`config.mk`:
```
export PLATFORM = sky130hd
export DESIGN_NAME = step_clock_gen
export DESIGN_NICKNAME = d
export VERILOG_FILES = /design/src/rtl/step_clock_gen.sv
export SDC_FILE = /design/constraint.sdc
export NUM_CORES = 1
export LEC_CHECK = 0
export ABC_CLOCK_PERIOD_IN_PS = 11700
export BUFFER_PORTS_ARGS = -buffer_cell sky130_fd_sc_hd__buf_2
export CAP_MARGIN = 5
export CORE_ASPECT_RATIO = 1.75
export CORE_UTILIZATION = 30
export CTS_CLUSTER_SIZE = 30
export DETAILED_ROUTE_END_ITERATION = 7
export MAX_ROUTING_LAYER = met4
export SETUP_SLACK_MARGIN = 0.15
export SYNTH_ARGS = -nofsm -noshare
export SYNTH_HDL_FRONTEND = slang
export SYNTH_SLANG_ARGS = --single-unit
```
`constraint.sdc`:
```
create_clock -name Clock -period 11.7 [get_ports Clock]
set_input_delay 1.17 -clock Clock [delete_from_list [all_inputs] [get_ports Clock]]
set_output_delay 1.17 -clock Clock [all_outputs]
set_load 0.02 [all_outputs]
```
`src/rtl/step_clock_gen.sv`:
```
// step_clock_gen: tempo source for the sequencer. Turns a BPM request into a
// Step pulse train with a 16-step position index while Play is high. The
// step period is recomputed by a serial restoring divider on each tempo change.
module step_clock_gen #(
  parameter int unsigned CLK_HZ         = 50_000_000,
  parameter int unsigned STEPS_PER_BEAT = 4,
  parameter int unsigned NUM_STEPS      = 16,
  parameter int unsigned BPM_MIN        = 40,
  parameter int unsigned BPM_MAX        = 240,
  parameter int unsigned PULSE_CYCLES   = 4
) (
  input  logic       Clock,
  input  logic       Reset,
  input  logic       Play,
  input  logic [7:0] BPM,
  output logic       Step,
  output logic [3:0] StepIdx,
  output logic       BarStart,
  output logic       Busy
);

  // Clocks per minute divided by steps per beat; divided by BPM gives clocks per step.
  localparam logic [63:0] N_WIDE     = 64'(CLK_HZ) * 64'd60 / 64'(STEPS_PER_BEAT);
  localparam logic [31:0] N_DIV      = N_WIDE[31:0];
  localparam logic [31:0] PERIOD_120 = N_DIV / 32'd120;
  localparam logic [3:0]  LAST_IDX   = 4'(NUM_STEPS - 1);
  localparam logic [31:0] PULSE      = 32'(PULSE_CYCLES);

  typedef enum logic [1:0] {DIV_IDLE, DIV_RUN, DIV_DONE} div_state_t;
  typedef enum logic       {S_IDLE, S_RUN}               step_state_t;

  div_state_t  div_state;
  step_state_t step_state;

  logic [7:0]  bpm_clamped;
  logic [7:0]  bpm_latched;
  logic [31:0] dividend_q;   // dividend bits shift out of the top, quotient bits shift in at the bottom
  logic [31:0] rem_q;
  logic [4:0]  bit_cnt;
  logic [31:0] next_period;
  logic [32:0] rem_shift;
  logic [32:0] rem_sub;

  logic [31:0] period;
  logic [31:0] cnt;

  // Clamp the tempo request into the supported range
  always_comb begin
    bpm_clamped = BPM;
    if (BPM < 8'(BPM_MIN))
      bpm_clamped = 8'(BPM_MIN);
    else if (BPM > 8'(BPM_MAX))
      bpm_clamped = 8'(BPM_MAX);
  end

  // Trial subtraction for one restoring-divider step; borrow in bit 32 means "does not fit"
  always_comb begin
    rem_shift = {rem_q, dividend_q[31]};
    rem_sub   = rem_shift - {25'd0, bpm_latched};
  end

  // Divider FSM: latch a changed tempo, run 32 quotient bits, publish next_period
  always_ff @(posedge Clock or posedge Reset) begin
    if (Reset) begin
      div_state   <= DIV_IDLE;
      bpm_latched <= 8'd120;
      dividend_q  <= '0;
      rem_q       <= '0;
      bit_cnt     <= '0;
      next_period <= PERIOD_120;
      Busy        <= 1'b0;
    end else begin
      case (div_state)
        DIV_IDLE: begin
          if (bpm_clamped != bpm_latched) begin
            bpm_latched <= bpm_clamped;
            dividend_q  <= N_DIV;
            rem_q       <= '0;
            bit_cnt     <= '0;
            Busy        <= 1'b1;
            div_state   <= DIV_RUN;
          end
        end
        DIV_RUN: begin
          if (!rem_sub[32]) begin
            rem_q      <= rem_sub[31:0];
            dividend_q <= {dividend_q[30:0], 1'b1};
          end else begin
            rem_q      <= rem_shift[31:0];
            dividend_q <= {dividend_q[30:0], 1'b0};
          end
          bit_cnt <= bit_cnt + 5'd1;
          if (bit_cnt == 5'd31)
            div_state <= DIV_DONE;
        end
        DIV_DONE: begin
          next_period <= dividend_q;
          Busy        <= 1'b0;
          div_state   <= DIV_IDLE;
        end
        default: div_state <= DIV_IDLE;
      endcase
    end
  end

  // Step FSM: count clocks per step, issue Step/BarStart, adopt new tempo only at step boundaries
  always_ff @(posedge Clock or posedge Reset) begin
    if (Reset) begin
      step_state <= S_IDLE;
      period     <= PERIOD_120;
      cnt        <= '0;
      StepIdx    <= '0;
      Step       <= 1'b0;
      BarStart   <= 1'b0;
    end else begin
      case (step_state)
        S_IDLE: begin
          Step     <= 1'b0;
          BarStart <= 1'b0;
          if (Play) begin
            step_state <= S_RUN;
            period     <= next_period;
            cnt        <= '0;
            StepIdx    <= '0;
            Step       <= 1'b1;
            BarStart   <= 1'b1;
          end
        end
        S_RUN: begin
          if (!Play) begin
            step_state <= S_IDLE;
            Step       <= 1'b0;
            BarStart   <= 1'b0;
            StepIdx    <= '0;
            cnt        <= '0;
          end else if (cnt == period - 32'd1) begin
            cnt      <= '0;
            StepIdx  <= (StepIdx == LAST_IDX) ? 4'd0 : StepIdx + 4'd1;
            Step     <= 1'b1;
            BarStart <= (StepIdx == LAST_IDX);
            period   <= next_period;
          end else begin
            cnt      <= cnt + 32'd1;
            Step     <= ((cnt + 32'd1) < PULSE);
            BarStart <= 1'b0;
          end
        end
        default: step_state <= S_IDLE;
      endcase
    end
  end

endmodule

```
==> results.json, run 1 <==
{
  "cts-root-buf": "clkbuf_16",
  "fmax_mhz": 235,
  "status": "completed",
  "wl_per_cell_um": 14.5,
  "synth-edff-count": 0,
  "final.fill_count": 3581,
  "cp_cell_sequence": "or4_4 > or3_1 > or2_1 > or4_1 > o21ai_2 > nand4_2 > o311ai_4 > buf_4 > and2b_1 > a221o_1",
  "power_frac_seq_pct": 42.6,
  "grt_pass1_wl_mm": 38.8,
  "grt_pass1_vias": 7999,
  "syn2layout_area_growth_pct": 9.82,
  "crit_cells": 10,
  "placed_cell_area_um2": 10900,
  "leakagePower_nw": 4.46,
  "clk_latency_ps": 440,
  "critical_path.endpoint_type": "register",
  "vias": 7836,
  "wl_mm": 22.5,
  "firstDrtPassIters": 5,
  "skew_ps": 10.8,
  "die_y_um": 249,
  "cts_sinks": 183,
  "switching_share_pct": 36.6,
  "overflow": 0,
  "post-place-ws_ps": 7450,
  "switchingPower_w": 0.000851,
  "drc": 0,
  "setup_ws_ps": 7450,
  "combPwrFrac_pct": 32.8,
  "clk_pin_slew_ps": 70,
  "critPathLaunchType": "register",
  "cp_num_buf_inv": 1,
  "grt_usage_pct": 13.9,
  "syn-num-nets": 1125,
  "dp_hpwl_mm": 15.9,
  "worstSetupPathType": "register to register",
  "rr_worst_depth": 10,
  "syn_area_per_cell_um2": 9.52,
  "ys.flop_type": "dfrtp_1",
  "drive_gt1_share_pct": 15.6,
  "ys_ff_latch": 183,
  "ys_warn_count": 0,
  "worst_path_max_delay_cell": "or4_4",
  "postSynth.asyncResetShare_pct": 100,
  "drv_slew": 0,
  "cpLargestDelayFamily": "simple AND/OR/NAND/NOR gates",
  "tns_ps": 0,
  "hold_path.class": "register to register",
  "io_pins": 18,
  "yosys.area.top_type_share_pct": 37.1,
  "drt_iter0_drc": 411,
  "rows": 90,
  "worstMarginPinSlew_ps": 1100,
  "cpPeakStageDelay_ps": 610,
  "post_cts_resized": 0,
  "rsz0062_at_grt": "false",
  "htreeDepth": 4,
  "hold_viol_final": 0,
  "multi_input_area_um2": 5450,
  "die-area_um2": 35700,
  "die_w_um": 143,
  "nets": 1099,
  "antenna_found_initial": 0,
  "syn_inst": 1100,
  "cts_hold_buf": 0,
  "layout_common_cells": "nand2_1, dfrtp_1, o21ai_0, xnor2_1, nor2_1",
  "setup_violations": 0,
  "p_int_w": 0.00147,
  "hold-path-cell-count": 1,
  "core_area_um2": 34500,
  "max_cap_viol_count": 0,
  "drtAntennaViolNets": 0,
  "powerDensity_nw_per_um2": 202,
  "critPathMaxFanout": 26,
  "clock_power_share_pct": 24.5,
  "syn_area_um2": 10500,
  "synth-seq-area-share_pct": 44.1,
  "stdcell_area_um2": 11500,
  "final_common_cell": "nand2_1",
  "slew-limit-headroom_pct": 26.7,
  "vias_per_cell": 5.07,
  "synth.area.top_cells": "dfrtp_1, dfstp_2, nand2_1",
  "initial_core_util_pct": 30.4,
  "post_cts_buffers": 0,
  "fin_crit_ps": 4250,
  "yosys.area.top_type": "dfrtp_1",
  "grt_max_degree": 102,
  "cts_tree": "built",
  "regArea_um2": 4610,
  "antennaDiodeCount": 0,
  "cp.arrival_ps": 4580,
  "ir_drop_uv": 99.9,
  "cts_buffer_depth": 2,
  "crit_required_ps": 12030,
  "cts_buffers": 17,
  "gp_congestion": 0.877,
  "numPortBuffers": 17,
  "final.period_utilization_pct": 36.3,
  "yosys.cell_types.count": 75
}
[through the flow]
step	total power, W	utilization [%]	std cells	hold WS, ps
2_1_floorplan	0.00160	-	1100	446
3_3_place_gp	0.00175	31.7	1515	456
3_5_place_dp	0.00178	31.7	1515	467
4_1_cts	0.00236	33.4	1547	484
5_1_grt	0.00252	33.4	1547	514
6_report	0.00232	33.4	1547	476
[layout make-up]
cell class | instances | share of cell area, %
well taps | 460 | 5.01
flip-flops and latches | 183 | 40.1
inverters | 23 | 0.816
clock inverters | 13 | 1.24
repair buffers | 30 | 1.59
clock buffers | 19 | 3.85
multi-input cells | 819 | 47.4
[cells by family (layout without fill, tap and decap cells)]
| kind of cell | Yosys count | in the layout | share of synthesized area, % |
|---|---|---|---|
| XOR/XNOR | 96 | 96 | 8.03 |
| flip-flops | 183 | 183 | 44.1 |
| AO/OA/AOI/OAI | 194 | 194 | 12.2 |
| buffers and inverters | 98 | 85 | 4.04 |
| adder cells (fa/ha/maj) | 14 | 14 | 1.74 |
| multiplexers | 77 | 77 | 8.98 |
| AND/OR/NAND/NOR | 438 | 438 | 21.0 |
[worst paths after layout]
check / from / to / slack, ps
max: period[8] / cnt[20] / 7450
min: Busy / Busy / 480
max reg2reg: period[8] / cnt[20] / 7450
min reg2reg: Busy / Busy / 480
max in group asynchronous: Reset / period[3] / 9330
min in group asynchronous: Reset / cnt[27] / 840
[worst register-to-register path: cells and delay by family (launching register included)]
| family | cells | cell delay (ps) |
|---|---|---|
| and+or+nand+nor | 6 | 2260 |
| buffers and inverters | 1 | 390 |
| DFF | 1 | 480 |
| AOI/OAI and AO/OA | 3 | 1020 |
[power groups by stage]
| stage | combinational (W) | clock (W) | sequential, W |
|---|---|---|---|
| 2_1_floorplan | 0.000649 | 0 | 0.000946 |
| 3_5_place_dp | 0.000775 | 0 | 0.00100 |
| 3_3_place_gp | 0.000753 | 0 | 0.000997 |
| 5_1_grt | 0.000883 | 0.000609 | 0.00102 |
| 4_1_cts | 0.000778 | 0.000587 | 0.000993 |
| 6_report | 0.000763 | 0.000569 | 0.000991 |
[routing by layer]
layer	GRT usage, %	routed length [um]	up-vias
li1	-	-	3872
met1	14.7	9230	3829
met2	24.8	12100	87
met3	2.10	405	48
met4	6.60	782	0
met5	-	0	-
[synth_stat cells (all sizes together), types with 11 or more instances]
cell	n
nor3	38
a21o	12
mux2i	11
dfrtp	155
buf	15
a21oi	15
inv	23
a221o	14
xor2	30
nor4	22
o22ai	24
o21ai	77
or3	12
ha	13
mux2	66
dfstp	28
and3	11
nand3	38
nand2	159
nor2	62
nand4	23
xnor2	66
clkbuf	60
[registers in the layout (all words and copies together), names as in the netlist]
name and flops:
Busy 1, dividend_q 32, bit_cnt 5, BarStart 1
rem_q 32, Step 1, div_state 2, next_period 32
StepIdx 4, period 32, cnt 32, bpm_latched 8
step_state 1
Power figures use the tool's default switching activity.
==> inputs of run 2 (changes only) <==
--- a/config.mk
+++ b/config.mk
@@ -5,7 +5,7 @@
 export SDC_FILE = /design/constraint.sdc
 export NUM_CORES = 1
 export LEC_CHECK = 0
-export ABC_CLOCK_PERIOD_IN_PS = 11700
+export ABC_CLOCK_PERIOD_IN_PS = 3700
 export BUFFER_PORTS_ARGS = -buffer_cell sky130_fd_sc_hd__buf_2
 export CAP_MARGIN = 5
 export CORE_ASPECT_RATIO = 1.75
==> constraint.sdc (replaced) <==
create_clock -name Clock -period 3.7 [get_ports Clock]
set_input_delay 0.37 -clock Clock [delete_from_list [all_inputs] [get_ports Clock]]
set_output_delay 0.37 -clock Clock [all_outputs]
set_load 0.02 [all_outputs]
==> run 2 against run 1 <==
Effect of this change: fmax rose by 22%; clock power grew to 3.2 times the previous value; register-to-register slack got worse by 7200 ps; count of clock-buffer cells in the layout is 1 lower; sequential share of layout area shrank 2.1 points; combinational power increased to 3.3 times the previous value; utilization grew 1.9 points; hold slack got worse by 340 ps; die area did not move; highest routed layer unchanged.
==> results.json, run 2 (same netlist as run 1, synthesis figures left out) <==
{
  "drv_slew": 0,
  "antenna_found_initial": 0,
  "crit_required_ps": 4040,
  "multi_input_area_um2": 5650,
  "stdcell_area_um2": 12100,
  "worstMarginPinSlew_ps": 1160,
  "critPathLaunchType": "register",
  "setup_ws_ps": 214,
  "switchingPower_w": 0.00280,
  "grt-busiest-layer": "met2",
  "firstDrtPassIters": 5,
  "critical_path.endpoint_type": "register",
  "skew_ps": 10.6,
  "drtAntennaViolNets": 0,
  "power_frac_seq_pct": 41.9,
  "vias_per_cell": 5.09,
  "slew-limit-headroom_pct": 22.1,
  "layout_common_cells": "nand2_1, dfrtp_1, o21ai_0, xnor2_1, nor2_1",
  "grt_usage_pct": 14.7,
  "die-area_um2": 35700,
  "nets": 1144,
  "switching_share_pct": 37.5,
  "dp_hpwl_mm": 16.6,
  "fin_crit_ps": 3490,
  "antennaDiodeCount": 0,
  "clk_pin_slew_ps": 70,
  "numPortBuffers": 17,
  "drive_gt1_share_pct": 21.0,
  "cts_hold_buf": 0,
  "placed_cell_area_um2": 11200,
  "rsz0062_at_grt": "false",
  "cts_buffer_depth": 2,
  "cp_cell_sequence": "inv_2 > ha_4 > nor3b_4 > nand2_2 > buf_6 > o311ai_4 > o22ai_2 > a2111oi_4 > buf_4 > nand4_4 > o32a_4 > clkbuf_16 > mux2_1",
  "cp.arrival_ps": 3830,
  "status": "completed",
  "grt_util_met1_pct": 16.1,
  "htreeDepth": 4,
  "whs_ps": 138,
  "clk_latency_ps": 450,
  "combPwrFrac_pct": 34.0,
  "core_area_um2": 34500,
  "use_met3_pct": 2.38,
  "cpLargestDelayFamily": "compound AO/OA/AOI/OAI gates",
  "worstSetupPathType": "register to register",
  "wl_per_cell_um": 15.4,
  "cp_num_buf_inv": 4,
  "regArea_um2": 4620,
  "leakagePower_nw": 4.86,
  "cts_tree": "built",
  "die_y_um": 249,
  "cts_sinks": 183,
  "cts-root-buf": "clkbuf_16",
  "final.period_utilization_pct": 94.2,
  "wl_mm": 24.5,
  "grt_pass1_wl_mm": 39.9,
  "hold_path.class": "input pin to asynchronous set/reset pin",
  "critPathMaxFanout": 6,
  "cts_buffers": 17,
  "io_pins": 18,
  "rows": 90,
  "initial_core_util_pct": 30.4,
  "overflow": 0,
  "post-place-ws_ps": -340,
  "drc": 0,
  "use_met2_pct": 25.2,
  "grt_max_degree": 73,
  "final.fill_count": 3554,
  "die_w_um": 143,
  "gp_congestion": 0.885,
  "powerDensity_nw_per_um2": 615,
  "hold_viol_final": 0,
  "ir_drop_uv": 318,
  "drt_iter0_drc": 426,
  "grt_pass1_vias": 7857,
  "p_int_w": 0.00466,
  "syn2layout_area_growth_pct": 16.0,
  "worst_path_max_delay_cell": "o32a_4",
  "max_cap_viol_count": 0,
  "vias": 8104,
  "setup_violations": 0,
  "fmax_mhz": 287,
  "cpPeakStageDelay_ps": 480,
  "final_common_cell": "nand2_1",
  "clock_power_share_pct": 24.1
}
-- run 2: path summary, 6_finish.rpt --
kind	endpoint	slack [ps]	cells past startpoint	startpoint
setup / recovery	period[7]	210	13	period[0]
hold / removal	bpm_latched[7]	140	2	Reset
setup reg to reg	period[7]	210	13	period[0]
hold reg to reg	Busy	490	1	Busy
max in group asynchronous	period[14]	2660	3	Reset
min in group Clock	bpm_latched[1]	180	3	BPM[1]
-- run 2: per-layer routing --
metal | vias up | wire length, um
li1 | 3955 | -
met1 | 3972 | 9750
met2 | 124 | 13300
met3 | 53 | 491
met4 | 0 | 981
met5 | - | 0
-- run 2: layout make-up --
class,count,area share (%)
clock inverter,14,1.12
clock buffer,18,3.62
tap,460,4.74
timing repair buffer,75,5.27
sequential,183,38.0
inverter,23,0.742
multi-input combinational,819,46.5
-- run 2: what timing repair did --
item | 4_1_cts | 5_1_grt
gates cloned | 1 | 2
resized for setup | 11 | 29
setup buffers | 0 | 7
pin swaps | 1 | 15
setup endpoints to repair | 70 | 69
-- run 2: power groups by stage --
stage,Clock (W),Sequential (W),Combinational (W)
finish,0.00180,0.00313,0.00254
global route,0.00192,0.00322,0.00292
CTS,0.00185,0.00313,0.00254
detailed placement,0,0.00316,0.00253
global placement,0,0.00314,0.00246
floorplan,0,0.00299,0.00205
-- run 2: stage by stage --
stage	cells	total power (W)	setup TNS, ps	utilization (%)
2_1_floorplan	1100	0.00505	0	-
3_3_place_gp	1550	0.00561	-19530	32.6
3_5_place_dp	1550	0.00569	-17150	32.6
4_1_cts	1583	0.00753	0	34.5
5_1_grt	1592	0.00806	0	35.2
6_report	1592	0.00747	0	35.2
